**src/rtl/div_real_seq_pkg.sv**
```systemverilog
// Shared types and elaboration-time helpers for the sequential svreal divider.
// Widths and alignment shift are derived here so wrapper and bench agree.
package svreal_div_pkg;

  typedef enum logic [1:0] {
    IDLE = 2'd0,
    CALC = 2'd1,
    DONE = 2'd2
  } state_t;

  // Left shift applied to |a| so the integer quotient lands on c's exponent.
  function automatic int calc_shift(input int a_exp, input int b_exp, input int c_exp);
    return a_exp - b_exp - c_exp;
  endfunction

  function automatic int calc_nw(input int width, input int shift);
    return width + shift;
  endfunction

  function automatic longint sat_max(input int width);
    return (longint'(1) <<< (width - 1)) - 1;
  endfunction

  function automatic longint sat_min(input int width);
    return -(longint'(1) <<< (width - 1));
  endfunction

endpackage

```
**src/rtl/div_real_seq_if.sv**
```systemverilog
// Operand/result bundle between a producer/consumer and the divider.
// Handshake: a transfer happens on a clock edge where valid and ready are both
// high; the source holds valid and payload until then, and ready never waits on valid.
interface div_real_seq_if #(
  parameter int a_width = 16,
  parameter int b_width = 17,
  parameter int c_width = 18
);
  logic                      in_valid;
  logic                      in_ready;
  logic signed [a_width-1:0] a;
  logic signed [b_width-1:0] b;
  logic                      out_valid;
  logic                      out_ready;
  logic signed [c_width-1:0] c;
  logic                      div_by_zero;
  logic                      overflow;

  modport master (
    output in_valid, a, b, out_ready,
    input  in_ready, out_valid, c, div_by_zero, overflow
  );

  modport slave (
    input  in_valid, a, b, out_ready,
    output in_ready, out_valid, c, div_by_zero, overflow
  );
endinterface

```
**src/rtl/div_real_seq_core.sv**
```systemverilog
// Unsigned restoring divider: one quotient bit per clock after start,
// single-cycle done pulse once all nw numerator bits have been consumed.
module div_real_core #(
  parameter int nw = 27,
  parameter int dw = 17
) (
  input  logic          clk,
  input  logic          rst_n,
  input  logic          start,
  input  logic [nw-1:0] num,
  input  logic [dw-1:0] den,
  output logic          done,
  output logic [nw-1:0] quo
);
  localparam int CW = (nw > 1) ? $clog2(nw) : 1;

  logic [nw-1:0] num_q;
  logic [dw-1:0] den_q;
  logic [dw:0]   rem;
  logic [dw:0]   trial;
  logic [dw:0]   rem_next;
  logic          q_bit;
  logic [CW-1:0] count;
  logic          busy;

  // Remainder stays below den, so its low dw bits plus the next numerator bit
  // form the trial value without loss.
  always_comb begin
    trial    = {rem[dw-1:0], num_q[nw-1]};
    q_bit    = (trial >= {1'b0, den_q});
    rem_next = q_bit ? (trial - {1'b0, den_q}) : trial;
  end

  always_ff @(posedge clk) begin
    if (!rst_n) begin
      num_q <= '0;
      den_q <= '0;
      rem   <= '0;
      quo   <= '0;
      count <= '0;
      busy  <= 1'b0;
      done  <= 1'b0;
    end else begin
      done <= 1'b0;
      if (start) begin
        num_q <= num;
        den_q <= den;
        rem   <= '0;
        quo   <= '0;
        count <= CW'(nw - 1);
        busy  <= 1'b1;
      end else if (busy) begin
        num_q <= {num_q[nw-2:0], 1'b0};
        rem   <= rem_next;
        quo   <= {quo[nw-2:0], q_bit};
        if (count == '0) begin
          busy <= 1'b0;
          done <= 1'b1;
        end else begin
          count <= count - CW'(1);
        end
      end
    end
  end

endmodule

```
**src/rtl/div_real_seq.sv**
```systemverilog
// Sequential signed fixed-point divider c = a / b with saturation and
// divide-by-zero handling around an unsigned restoring core.
module div_real_seq
  import svreal_div_pkg::*;
#(
  parameter int a_width    = 16,
  parameter int a_exponent = -8,
  parameter int b_width    = 17,
  parameter int b_exponent = -9,
  parameter int c_width    = 18,
  parameter int c_exponent = -10
) (
  input  logic           clk,
  input  logic           rst_n,
  div_real_seq_if.slave  bus,
  output state_t         dbg_state
);
  localparam int S  = calc_shift(a_exponent, b_exponent, c_exponent);
  localparam int NW = calc_nw(a_width, S);
  localparam int LW = ((NW > c_width) ? NW : c_width) + 1;

  localparam logic [c_width-1:0] C_MAX   = c_width'(sat_max(c_width));
  localparam logic [c_width-1:0] C_MIN   = c_width'(sat_min(c_width));
  localparam logic [LW-1:0]      POS_LIM = LW'(sat_max(c_width));
  localparam logic [LW-1:0]      NEG_LIM = LW'(-sat_min(c_width));

  if (S < 0) begin : g_bad_shift
    $error("div_real_seq: exponents give a negative alignment shift");
  end

  state_t             state_q, state_d;
  logic               accept, load_result;
  logic [a_width-1:0] abs_a;
  logic [b_width-1:0] abs_b;
  logic [NW-1:0]      num;
  logic               core_done;
  logic [NW-1:0]      core_quo;
  logic               neg_q, a_neg_q, bz_q, az_q;
  logic [c_width-1:0] c_q, c_d;
  logic               dz_q, dz_d, ovf_q, ovf_d;
  logic [LW-1:0]      q_ext, neg_mag;

  // Unsigned magnitudes: the most negative operand maps to 2^(w-1) exactly.
  assign abs_a = bus.a[a_width-1] ? $unsigned(-bus.a) : $unsigned(bus.a);
  assign abs_b = bus.b[b_width-1] ? $unsigned(-bus.b) : $unsigned(bus.b);
  assign num   = NW'(abs_a) << S;

  div_real_core #(.nw(NW), .dw(b_width)) u_core (
    .clk   (clk),
    .rst_n (rst_n),
    .start (accept),
    .num   (num),
    .den   (abs_b),
    .done  (core_done),
    .quo   (core_quo)
  );

  always_comb begin
    state_d     = state_q;
    accept      = 1'b0;
    load_result = 1'b0;
    case (state_q)
      IDLE: if (bus.in_valid) begin
        accept  = 1'b1;
        state_d = CALC;
      end
      CALC: if (core_done) begin
        load_result = 1'b1;
        state_d     = DONE;
      end
      DONE: if (bus.out_ready) state_d = IDLE;
      default: state_d = IDLE;
    endcase
  end

  always_comb begin
    q_ext   = LW'(core_quo);
    neg_mag = -q_ext;
    c_d     = '0;
    dz_d    = 1'b0;
    ovf_d   = 1'b0;
    if (bz_q) begin
      dz_d = 1'b1;
      c_d  = az_q ? '0 : (a_neg_q ? C_MIN : C_MAX);
    end else if (neg_q) begin
      ovf_d = (q_ext > NEG_LIM);
      c_d   = ovf_d ? C_MIN : neg_mag[c_width-1:0];
    end else begin
      ovf_d = (q_ext > POS_LIM);
      c_d   = ovf_d ? C_MAX : q_ext[c_width-1:0];
    end
  end

  always_ff @(posedge clk) begin
    if (!rst_n) begin
      state_q <= IDLE;
      neg_q   <= 1'b0;
      a_neg_q <= 1'b0;
      bz_q    <= 1'b0;
      az_q    <= 1'b0;
      c_q     <= '0;
      dz_q    <= 1'b0;
      ovf_q   <= 1'b0;
    end else begin
      state_q <= state_d;
      if (accept) begin
        neg_q   <= bus.a[a_width-1] ^ bus.b[b_width-1];
        a_neg_q <= bus.a[a_width-1];
        bz_q    <= (bus.b == '0);
        az_q    <= (bus.a == '0);
      end
      if (load_result) begin
        c_q   <= c_d;
        dz_q  <= dz_d;
        ovf_q <= ovf_d;
      end
    end
  end

  assign bus.in_ready    = (state_q == IDLE);
  assign bus.out_valid   = (state_q == DONE);
  assign bus.c           = c_q;
  assign bus.div_by_zero = dz_q;
  assign bus.overflow    = ovf_q;
  assign dbg_state       = state_q;

endmodule

```
**src/flat_wrapper.sv**
```systemverilog
// flat-port wrapper written by rule: the top's interface ports become plain ports
module div_real_seq_flat import svreal_div_pkg::*;
#(
  parameter int a_width    = 16,
  parameter int a_exponent = -8,
  parameter int b_width    = 17,
  parameter int b_exponent = -9,
  parameter int c_width    = 18,
  parameter int c_exponent = -10
)
  (clk, rst_n, dbg_state, bus_in_valid, bus_a, bus_b, bus_out_ready, bus_in_ready, bus_out_valid, bus_c, bus_div_by_zero, bus_overflow);
  div_real_seq_if #(.a_width(a_width), .b_width(b_width), .c_width(c_width)) bus_i ();
  input  logic clk;
  input  logic rst_n;
  output state_t dbg_state;
  input wire logic [$bits(bus_i.in_valid)-1:0] bus_in_valid;
  input wire logic [$bits(bus_i.a)-1:0] bus_a;
  input wire logic [$bits(bus_i.b)-1:0] bus_b;
  input wire logic [$bits(bus_i.out_ready)-1:0] bus_out_ready;
  output wire logic [$bits(bus_i.in_ready)-1:0] bus_in_ready;
  output wire logic [$bits(bus_i.out_valid)-1:0] bus_out_valid;
  output wire logic [$bits(bus_i.c)-1:0] bus_c;
  output wire logic [$bits(bus_i.div_by_zero)-1:0] bus_div_by_zero;
  output wire logic [$bits(bus_i.overflow)-1:0] bus_overflow;
  assign bus_i.in_valid = bus_in_valid;
  assign bus_i.a = bus_a;
  assign bus_i.b = bus_b;
  assign bus_i.out_ready = bus_out_ready;
  assign bus_in_ready = bus_i.in_ready;
  assign bus_out_valid = bus_i.out_valid;
  assign bus_c = bus_i.c;
  assign bus_div_by_zero = bus_i.div_by_zero;
  assign bus_overflow = bus_i.overflow;
  div_real_seq #(.a_width(a_width), .a_exponent(a_exponent), .b_width(b_width), .b_exponent(b_exponent), .c_width(c_width), .c_exponent(c_exponent)) u_core (.clk(clk), .rst_n(rst_n), .bus(bus_i), .dbg_state(dbg_state));
endmodule
```
**config.mk**
```make
export PLATFORM = sky130hd
export DESIGN_NAME = div_real_seq_flat
export DESIGN_NICKNAME = d
export VERILOG_FILES = /design/src/rtl/div_real_seq_pkg.sv /design/src/rtl/div_real_seq_if.sv /design/src/rtl/div_real_seq_core.sv /design/src/rtl/div_real_seq.sv /design/src/flat_wrapper.sv
export SDC_FILE = /design/constraint.sdc
export NUM_CORES = 1
export LEC_CHECK = 0
export ABC_AREA = 1
export CORE_UTILIZATION = 35
export CTS_BUF_LIST = sky130_fd_sc_hd__clkbuf_16
export CTS_CLUSTER_DIAMETER = 60
export DETAILED_ROUTE_END_ITERATION = 12
export PLACE_DENSITY = 0.63
export SKIP_LAST_GASP = 1
export SYNTH_ARGS = -nofsm -noshare
export SYNTH_HDL_FRONTEND = slang
export SYNTH_HIERARCHICAL = 1
export SYNTH_SLANG_ARGS = --single-unit
```
**constraint.sdc**
```tcl
create_clock -name clk -period 1.69 [get_ports clk]
set_input_delay 0.169 -clock clk [delete_from_list [all_inputs] [get_ports clk]]
set_output_delay 0.169 -clock clk [all_outputs]
set_load 0.05 [all_outputs]
```
Word level (Yosys, flattened, before mapping)
Index checks and enable logic that the tools add are counted.
{"block": "op_classes", "add_sub_neg": 5, "order_cmp": 3, "eq_ne": 6, "n_mux": 29, "n_bitwise": 4, "reduce_logical": 10}
{"op": "$mux 18", "n": 6}
{"op": "$mux 27", "n": 2}
{"op": "$mux 17", "n": 2}
{"op": "$gt 27x17->1 const B", "n": 1}
{"op": "$gt 27x18->1 const B", "n": 1}
{"op": "$ge 18x17->1", "n": 1}
{"op": "$neg 18->18", "n": 1}
{"op": "$logic_not 17->1", "n": 1}
{"op": "$neg 17->17", "n": 1}
{"op": "$sub 17x17->17", "n": 1}
{"op": "$logic_not 16->1", "n": 1}
{"op": "$mux 16", "n": 1}
{"op": "$neg 16->16", "n": 1}
{"op": "$mux 5", "n": 3}
{"op": "$mux 1", "n": 11}
{"op": "$mux 2", "n": 3}
{"op": "$ne 2x2->1 const B", "n": 3}
{"op": "$pmux 2 s3", "n": 1}
{"op": "$logic_not 5->1", "n": 1}
{"op": "$sub 5x1->5 const B", "n": 1}
{"op": "$reduce_and 2->1", "n": 2}
{"op": "$not 1->1", "n": 3}
{"op": "$reduce_and 3->1", "n": 1}
{"op": "$reduce_or 3->1", "n": 1}
{"op": "other kinds (7)", "n": 7}
{"block": "word_totals", "register_bits": 110, "out_inout_bits": 24, "elab_cells": 73}

Depth between registers and ports, before layout
Gate-level depths: netlist of run 1.
{"block": "logic_depth", "word_depth": 4, "depth_mapped": 15, "ltp_nobuf": 15}

Modules after synthesis
The synthesis of run 1 kept the hierarchy.
{"module": "div_real_core", "instances": 1, "cells_each": 687, "area_per_inst_um2": 4895.9}
{"module": "div_real_seq", "instances": 1, "cells_each": 481, "area_per_inst_um2": 2771.4}

Worst setup path before layout of run 1
Ideal clock, no wire load.
{"block": "synth_timing", "kind": "reg-to-reg", "from": "register u_core.state_q[0] (netlist: u_core/dbg_state[0])", "to": "register u_core.u_core.den_q[0]", "arrival_time_ns": 2.553, "path_slack_ns": -0.927, "stages_incl_launch_ff": 8, "n_path_buf": 2, "synth_period_minus_slack_ns": 2.617, "cell_sequence": "dfxtp_1 -> nor2_1 -> nand2_1 -> inv_1 -> clkbuf_1 -> buf_1 -> o21ai_0 -> nor2_1"}
{"block": "synth_via", "elab_chain_len": 2}
{"item": "from (decl)", "line_no": "div_real_seq.sv:31", "source": "state_t state_q, state_d;"}
{"item": "from (signal assigned)", "line_no": "div_real_seq.sv:105", "source": "state_q <= state_d;"}
{"item": "$logic_not 2->1"}
{"item": "net bus_in_ready", "line_no": "flat_wrapper.sv:20", "source": "output wire logic [$bits(bus_i.in_ready)-1:0] bus_in_ready;"}
{"item": "$mux 1", "line_no": "div_real_seq.sv:62", "source": "case (state_q)"}
{"item": "net u_core.accept", "line_no": "div_real_seq.sv:32", "source": "logic accept, load_result;"}
{"item": "to (signal assigned)", "line_no": "div_real_seq_core.sv:47", "source": "den_q <= den;"}
{"item": "to (decl)", "line_no": "div_real_seq_core.sv:18", "source": "logic [dw-1:0] den_q;"}
The timed path passes the listed nets, and every way through them passes these cells.
A chain may end at the register's enable or synchronous reset.

Worst setup path after layout of run 1
{"block": "layout_timing", "from": "register u_core.u_core.num_q[26]", "to": "register u_core.u_core.rem[2]"}
{"block": "layout_via", "elab_chain_len": 2, "word_cells_on_any_way": 3}
{"item": "from (decl)", "line_no": "div_real_seq_core.sv:17", "source": "logic [nw-1:0] num_q;"}
{"item": "from (signal assigned)", "line_no": "div_real_seq_core.sv:46", "source": "num_q <= num;"}
{"item": "from (signal assigned)", "line_no": "div_real_seq_core.sv:53", "source": "num_q <= {num_q[nw-2:0], 1'b0};"}
{"item": "$sub 17x17->17 / $ge 18x17->1 (equally long branches)", "line_no": "div_real_seq_core.sv:31, div_real_seq_core.sv:30"}
{"item": "$mux 17 *", "line_no": "div_real_seq_core.sv:31", "source": "rem_next = q_bit ? (trial - {1'b0, den_q}) : trial;"}
{"item": "to (signal assigned)", "line_no": "div_real_seq_core.sv:54", "source": "rem <= rem_next;"}
{"item": "to (decl)", "line_no": "div_real_seq_core.sv:19", "source": "logic [dw:0] rem;"}
Every way passes the cells marked *; elsewhere a longest branch is shown, timed or not.

==> key figures, run 1 <==
Pwr
  – Peak VDD IR: 656 uV
  – Leak: 0.00513 uW
  – PwrDens: 947 nW/um^2

STA
  – Worst-Margin Slew: 0.556 ns
  – Max-slew headroom: 0.627
  – Hold_ws: 0.143 ns
  – Fin crit period: 1.87 ns
  – Setup TNS: -2.14 ns
  – Fmax: 535 MHz
  – Setup ws final: -0.179 ns
  – Finish-stage setup viols: 18
  – Slew Limit Fails: 0
  – RSZ-0062 raised after global routing: true
  – Layout Skew: 0.0150 ns
  – Ratio of final minimum period to clock period: 1.11
  – Hold Vio Cnt, Final: 0

Synthesis
  – Post-synth top cells: nand2_1, inv_1, dfxtp_1
  – Area leader, netlist: dfxtp_1
  – FFs w/ async S/R, synth: 0
  – Top-count cell post-synth: nand2_1
  – Synthesized flop and latch total: 121
  – Synth unique cells: 48
  – Post-synth EDFFs: 0
  – Yosys warning total: 6
  – Gate count after technology mapping: 1168
  – Mean post-synth cell area: 6.56 sq um
  – Largest cells by area after synthesis: dfxtp_1, nand2_1, inv_1
  – Post-synthesis sequential area ratio: 0.316
  – Mapped cell area: 7670 sq um
  – Share of the synthesized area in the top cell type: 0.316
  – Primary FF master, synth: dfxtp_1

Die
  – Core footprint: 21200 sq um
  – # IOs: 61
  – DIE AREA: 22500 sq um
  – Rows: 53
  – Starting Density: 0.361
  – Chip height: 150 um
  – Die Wd: 150 um

Detailed routing
  – DRC Markers: 0
  – Routed wire length: 21.6 mm
  – First drt pass iteration count: 7
  – Post-DR wirelength/cell: 13.0 um
  – Final ANT Viol Nets: 0
  – Via count: 8095
  – Iter 0 DRT Violations: 401
  – Routed vias/inst: 4.87

Final layout
  – Layout Nets: 1435
  – # diodes: 0
  – Layout cells sized above 1: 0.306
  – Number of fill cells: 2037
  – Area grow syn2layout: 45.2%
  – Final Instance Area: 11100 sq um
  – Post-layout util: 0.525

Global route
  – Congestion Overflow GR: 0
  – Total GRT Usage: 0.189
  – Largest net degree at the start of global routing: 52
  – Global-route wire length before repair: 34.4 mm
  – Initial antenna violation count: 0
  – Vias in the first global route: 7466

Critical path
  – Worst Setup Start Kind: flip-flop
  – CP Data Arrival Time: 2.18 ns
  – CP Data Required Time: 2.00 ns
  – WS Path Type: reg2reg
  – Critical Path Fanout Max: 8
  – Critical Path Sink Type: flip-flop

Clock tree
  – Clock slew at reported path FFs: 0.06 ns
  – Root Buffer: clkbuf_16
  – Cts-stage hold buffer count: 0
  – Worst skew pair latency: 0.42 ns
  – CTS Sinks: 121
  – Cts bufs inserted: 17
  – CTS H-Tree Depth: 4
  – CTS Buffer Depth: 2
  – CTS tree: built

Run status
  – Outcome: finished, violations left
  – Violated checks: negative setup slack

Placed design
  – Routability cong.: 0.889
  – Dpl hpwl: 14.5 mm
  – IO Port Bufs: 60
  – Placed cell area: 9660 sq um

Job
  – Maxcap violations: 0

Hold path
  – Worst Hold Class: in2reg
[cell usage in the layout, fill, tap and decap left out, types with 4 or more instances in the layout]
cell type and count:
nor3_1 29, nand3b_1 14, buf_6 4, o221ai_1 23, nor2_4 12, nand3_2 24, clkdlybuf4s50_1 33, dfxtp_1 88
o21ai_1 5, dfxtp_2 26, buf_12 7, a21oi_2 20, o21ai_0 43, nor2_2 16, clkinvlp_4 4, bufinv_16 4
nor2_1 92, nand2_4 15, nand3_1 40, nand2_8 6, conb_1 11, a21oi_1 99, nand4_1 10, buf_4 153
nand2_1 259, dfxtp_4 7, inv_2 26, clkbuf_16 17, xor2_1 36, inv_1 129, ha_1 4, nor3_2 4
dlygate4sd2_1 19, nand2_2 39, ha_4 18, xnor2_1 7
[power breakdown]
group	switching (uW)	total, uW	internal (uW)
sequential	137	3180	3040
clock	1370	3830	2470
combinational	2000	3530	1530
total	3500	10500	7040
[through the flow]
step           power [uW]  setup slack (ns)  std cells
2_1_floorplan        5120           -0.0731       1178
3_3_place_gp         6050            -0.479       1604
3_5_place_dp         6080            -0.525       1604
4_1_cts             10200            -0.145       1645
5_1_grt             11100            -0.248       1662
6_report            10500            -0.179       1662
[critical path: stages (launching register included)]
cell	delay, ns
dfxtp_2	0.31
inv_2	0.07
ha_4	0.13
inv_4	0.03
fa_2	0.39
nand3_4	0.10
nand3_4	0.09
nand2_4	0.12
nand2_8	0.11
buf_8	0.16
nand3_2	0.06
nand3_2	0.07
nand2_1	0.08
inv_1	0.04
[sequential cells by signal, summed over array words and instances (netlist names), 2 cells and up]
signal               cells
u_core/bus.c            18
u_core/u_core/den_q     17
u_core/u_core/count      5
u_core/u_core/rem       17
u_core/u_core/quo       27
u_core/u_core/num_q     27
u_core/dbg_state         2
[metal layers]
metal | share of wire | GRT usage | wire length (um) | vias up
li1 | - | - | - | 4175
met1 | 0.45 | 0.237 | 9800 | 3755
met2 | 0.50 | 0.327 | 10700 | 140
met3 | 0.034 | 0.0326 | 725 | 25
met4 | 0.013 | 0.0601 | 288 | 0
met5 | 0 | 0 | 0 | -
[kinds of logic (layout without fill, tap and decap cells)]
family,after synthesis,in the layout,synth area share
flip-flops,121,121,0.316
AO/OA/AOI/OAI,200,200,0.152
adder cells (fa/ha/maj),24,24,0.0401
XOR/XNOR,43,43,0.0491
AND/OR/NAND/NOR,568,574,0.329
buffers and inverters,211,414,0.113
other,1,11,0.000489
[timing repair]
action                                  in CTS  in global routing
cloned                                       1                  5
pin swaps                                   21                 37
gates resized for setup                     72                135
buffers inserted                             8                 12
hold endpoints to repair                     0                  0
endpoints found under the setup margin      38                 47
[path summary, 6_finish.rpt]
kind | from | to | slack (ns) | cells past startpoint
max | u_core/u_core/num_q[26] | u_core/u_core/rem[2] | -0.18 | 13
min | bus_b[0] | u_core/u_core/den_q[0] | 0.14 | 4
max reg2reg | u_core/u_core/num_q[26] | u_core/u_core/rem[2] | -0.18 | 13
min reg2reg | u_core/bus.div_by_zero | u_core/bus.div_by_zero | 0.46 | 2
[area by class of cell]
type	count	area, sq um	area share
multi-input combinational	852	5170	0.465
clock buffer	17	425	0.0382
inverter	162	623	0.0560
clock inverter	15	200	0.0180
tap	275	344	0.0309
sequential	121	2480	0.223
timing repair buffer	220	1880	0.169
Power figures use the tool's default switching activity.
==> run 2, diff against run 1 <==
--- a/config.mk
+++ b/config.mk
@@ -10,7 +10,7 @@
 export CTS_BUF_LIST = sky130_fd_sc_hd__clkbuf_16
 export CTS_CLUSTER_DIAMETER = 60
 export DETAILED_ROUTE_END_ITERATION = 12
-export PLACE_DENSITY = 0.63
+export PLACE_DENSITY_LB_ADDON = 0.1
 export SKIP_LAST_GASP = 1
 export SYNTH_ARGS = -nofsm -noshare
 export SYNTH_HDL_FRONTEND = slang
==> key figures, run 2 (synthesized netlist as in run 1, its figures left out) <==
Die
  – Core footprint: 21200 sq um (unchanged)
  – DIE AREA: 22500 sq um (unchanged)
  – Rows: 53 (unchanged)
  – Die Wd: 150 um (unchanged)
  – Chip height: 150 um (unchanged)
  – # IOs: 61 (unchanged)
  – Starting Density: 0.361 (unchanged)

Pwr
  – Psw: 3390 uW (-3.1%)
  – Clock share of power: 0.354 (-0.010)
  – Gate power share: 0.331 (-0.004)
  – Switching Fraction: 0.338 (+0.00575)
  – Seq pwr share: 0.315 (+0.014)
  – PwrDens: 921 nW/um^2 (-2.8%)
  – Peak VDD IR: 644 uV (-1.8%)
  – Int Power: 6650 uW (-5.6%)
  – Leak: 0.00503 uW (-1.9%)

STA
  – RSZ-0062 raised after global routing: true
  – Setup ws final: -0.187 ns (-0.00846 ns)
  – Ratio of final minimum period to clock period: 1.11 (+0.00500)
  – Layout Skew: 0.0123 ns (-0.00278 ns)
  – Slew Limit Fails: 0 (unchanged)
  – Fin crit period: 1.88 ns (+0.00846 ns)
  – Hold Vio Cnt, Final: 0 (unchanged)
  – Max-slew headroom: 0.640 (+0.0129)
  – Worst-Margin Slew: 0.537 ns (-0.0192 ns)
  – Finish-stage setup viols: 18 (unchanged)
  – Fmax: 533 MHz (-0.45%)

Final layout
  – Most common cell after layout, fill and taps aside: nand2_1
  – Layout Nets: 1430 (-0.35%)
  – Non-Filler Instances: 1657 (-0.30%)
  – FF/Latch Area: 2470 sq um (-0.30%)
  – Most frequent cells in the layout: nand2_1, buf_4, inv_1
  – Layout cells sized above 1: 0.286 (-0.0199)
  – Area of the multi-input gates: 5070 sq um (-2.0%)
  – Number of fill cells: 2176 (+6.8%)
  – # diodes: 0 (unchanged)
  – Final Instance Area: 10900 sq um (-2.1%)
  – Area grow syn2layout: 42.2%

Critical path
  – Critical R2R Launch: u_core/u_core/den_q[13]
  – Critical Path Fanout Max: 7 (-1)
  – CP Data Arrival Time: 2.23 ns (+0.05 ns)
  – Critical Path Sink Type: flip-flop
  – R2R Setup Slk: -0.19 ns (about the same)
  – CP startpoint: u_core/u_core/den_q[13]
  – CP Data Required Time: 2.04 ns (+0.04 ns)
  – WS Path Type: reg2reg
  – Worst Setup Start Kind: flip-flop

Detailed routing
  – Routed wire length: 21.4 mm (-0.75%)
  – First drt pass iteration count: 5 (-2)
  – Via count: 7829 (-3.3%)
  – Final ANT Viol Nets: 0 (unchanged)
  – Iter 0 DRT Violations: 339 (-15%)
  – Post-DR wirelength/cell: 12.9 um (-0.45%)
  – DRC Markers: 0 (unchanged)
  – Routed vias/inst: 4.72 (-3.0%)

Hold path
  – Worst min-delay path startpoint: bus_a[0]
  – Worst Hold Class: in2reg

Placed design
  – IO Port Bufs: 60 (unchanged)
  – Routability cong.: 0.865 (-2.8%)
  – Placed Instances: 1606 (+0.12%)
  – Placed cell area: 9660 sq um (about the same)
  – Dpl hpwl: 14.9 mm (+2.6%)

Clock tree
  – CTS Sinks: 121 (unchanged)
  – Root Buffer: clkbuf_16
  – Worst skew pair latency: 0.42 ns (about the same)
  – CTS tree: built
  – CTS Buffer Depth: 2 (unchanged)
  – Clock slew at reported path FFs: 0.06 ns (about the same)
  – Cts bufs inserted: 17 (unchanged)
  – CTS H-Tree Depth: 4 (unchanged)
  – Cts-stage hold buffer count: 0 (unchanged)

Global route
  – Largest net degree at the start of global routing: 69 (+33%)
  – Total GRT Usage: 0.194 (+0.00472)
  – Initial antenna violation count: 0 (unchanged)
  – Congestion Overflow GR: 0 (unchanged)
  – Global-route wire length before repair: 34.6 mm (+0.34%)
  – Vias in the first global route: 7243 (-3.0%)

Run status
  – Violated checks: negative setup slack
  – Outcome: finished, violations left

Job
  – Maxcap violations: 0 (unchanged)
==> run 2: changes by cell type in the layout (fill, tap and decap cells not counted), sizes merged <==
| cell | change |
|---|---|
| buf | -5 |
| bufinv | -2 |
| clkdlybuf4s50 | +2 |
| clkinv | +1 |
| dlygate4sd2 | +1 |
| dlymetal6s2s | -2 |
| inv | +1 |
| nand2 | -1 |
==> run 2: timing repair <==
item                       in CTS  in global routing
setup buffers                   6                 11
hold endpoints to repair        0                  0
gates cloned                    1                  4
pin swaps                      17                 40
setup endpoints to repair      49                 51
resized for setup              62                117
==> run 2: power by group through the flow <==
| stage | clock network [uW] | logic, uW | registers (uW) |
|---|---|---|---|
| global route | 3780 | 3680 | 3180 |
| global placement | 0 | 2870 | 3210 |
| floorplan | 0 | 1920 | 3200 |
| CTS | 3650 | 3070 | 3160 |
| finish | 3550 | 3320 | 3160 |
| detailed placement | 0 | 2880 | 3210 |
==> run 2: worst max-delay path, cell delays in order, from the launching register on <==
cell and delay, ns:
dfxtp_2 0.34, inv_4 0.04, ha_4 0.29, nand2_4 0.07
nor2_4 0.09, nand2_2 0.09, nor3_4 0.21, nor2_4 0.08
buf_4 0.14, buf_8 0.14, nand3b_1 0.09, nand3_2 0.08
a21oi_2 0.13
==> run 2: final cells by class <==
class,count,area share
Multi-Input combinational cell,851,0.465
Sequential cell,121,0.227
Timing Repair Buffer,216,0.167
Inverter,162,0.0567
Clock buffer,17,0.0390
Tap cell,275,0.0316
Clock inverter,15,0.0139
==> run 2: routing by layer <==
layer / share of wire / vias to the layer above / track usage
met5: 0 / - / 0
met4: 0.012 / 0 / 0.0561
met3: 0.022 / 20 / 0.0311
met2: 0.48 / 101 / 0.332
met1: 0.48 / 3543 / 0.249
li1: - / 4165 / -
==> run 2: stage by stage <==
stage / setup TNS, ns / hold WS [ns] / util / worst slack [ns] / total power, uW
2_1_floorplan: -0.642 / 0.304 / - / -0.0731 / 5120
3_3_place_gp: -9.65 / 0.448 / 0.455 / -0.407 / 6080
3_5_place_dp: -9.69 / 0.449 / 0.455 / -0.466 / 6090
4_1_cts: -2.15 / 0.364 / 0.492 / -0.180 / 9880
5_1_grt: -4.53 / 0.238 / 0.514 / -0.312 / 10600
6_report: -2.42 / 0.225 / 0.514 / -0.187 / 10000
==> run 2: final timing paths <==
check	to	depth (start not counted)
hold reg to reg	u_core/u_core/num_q[2]	2
setup reg to reg	u_core/u_core/rem[14]	12
hold / removal	u_core/u_core/num_q[11]	4
setup / recovery	u_core/u_core/rem[14]	12
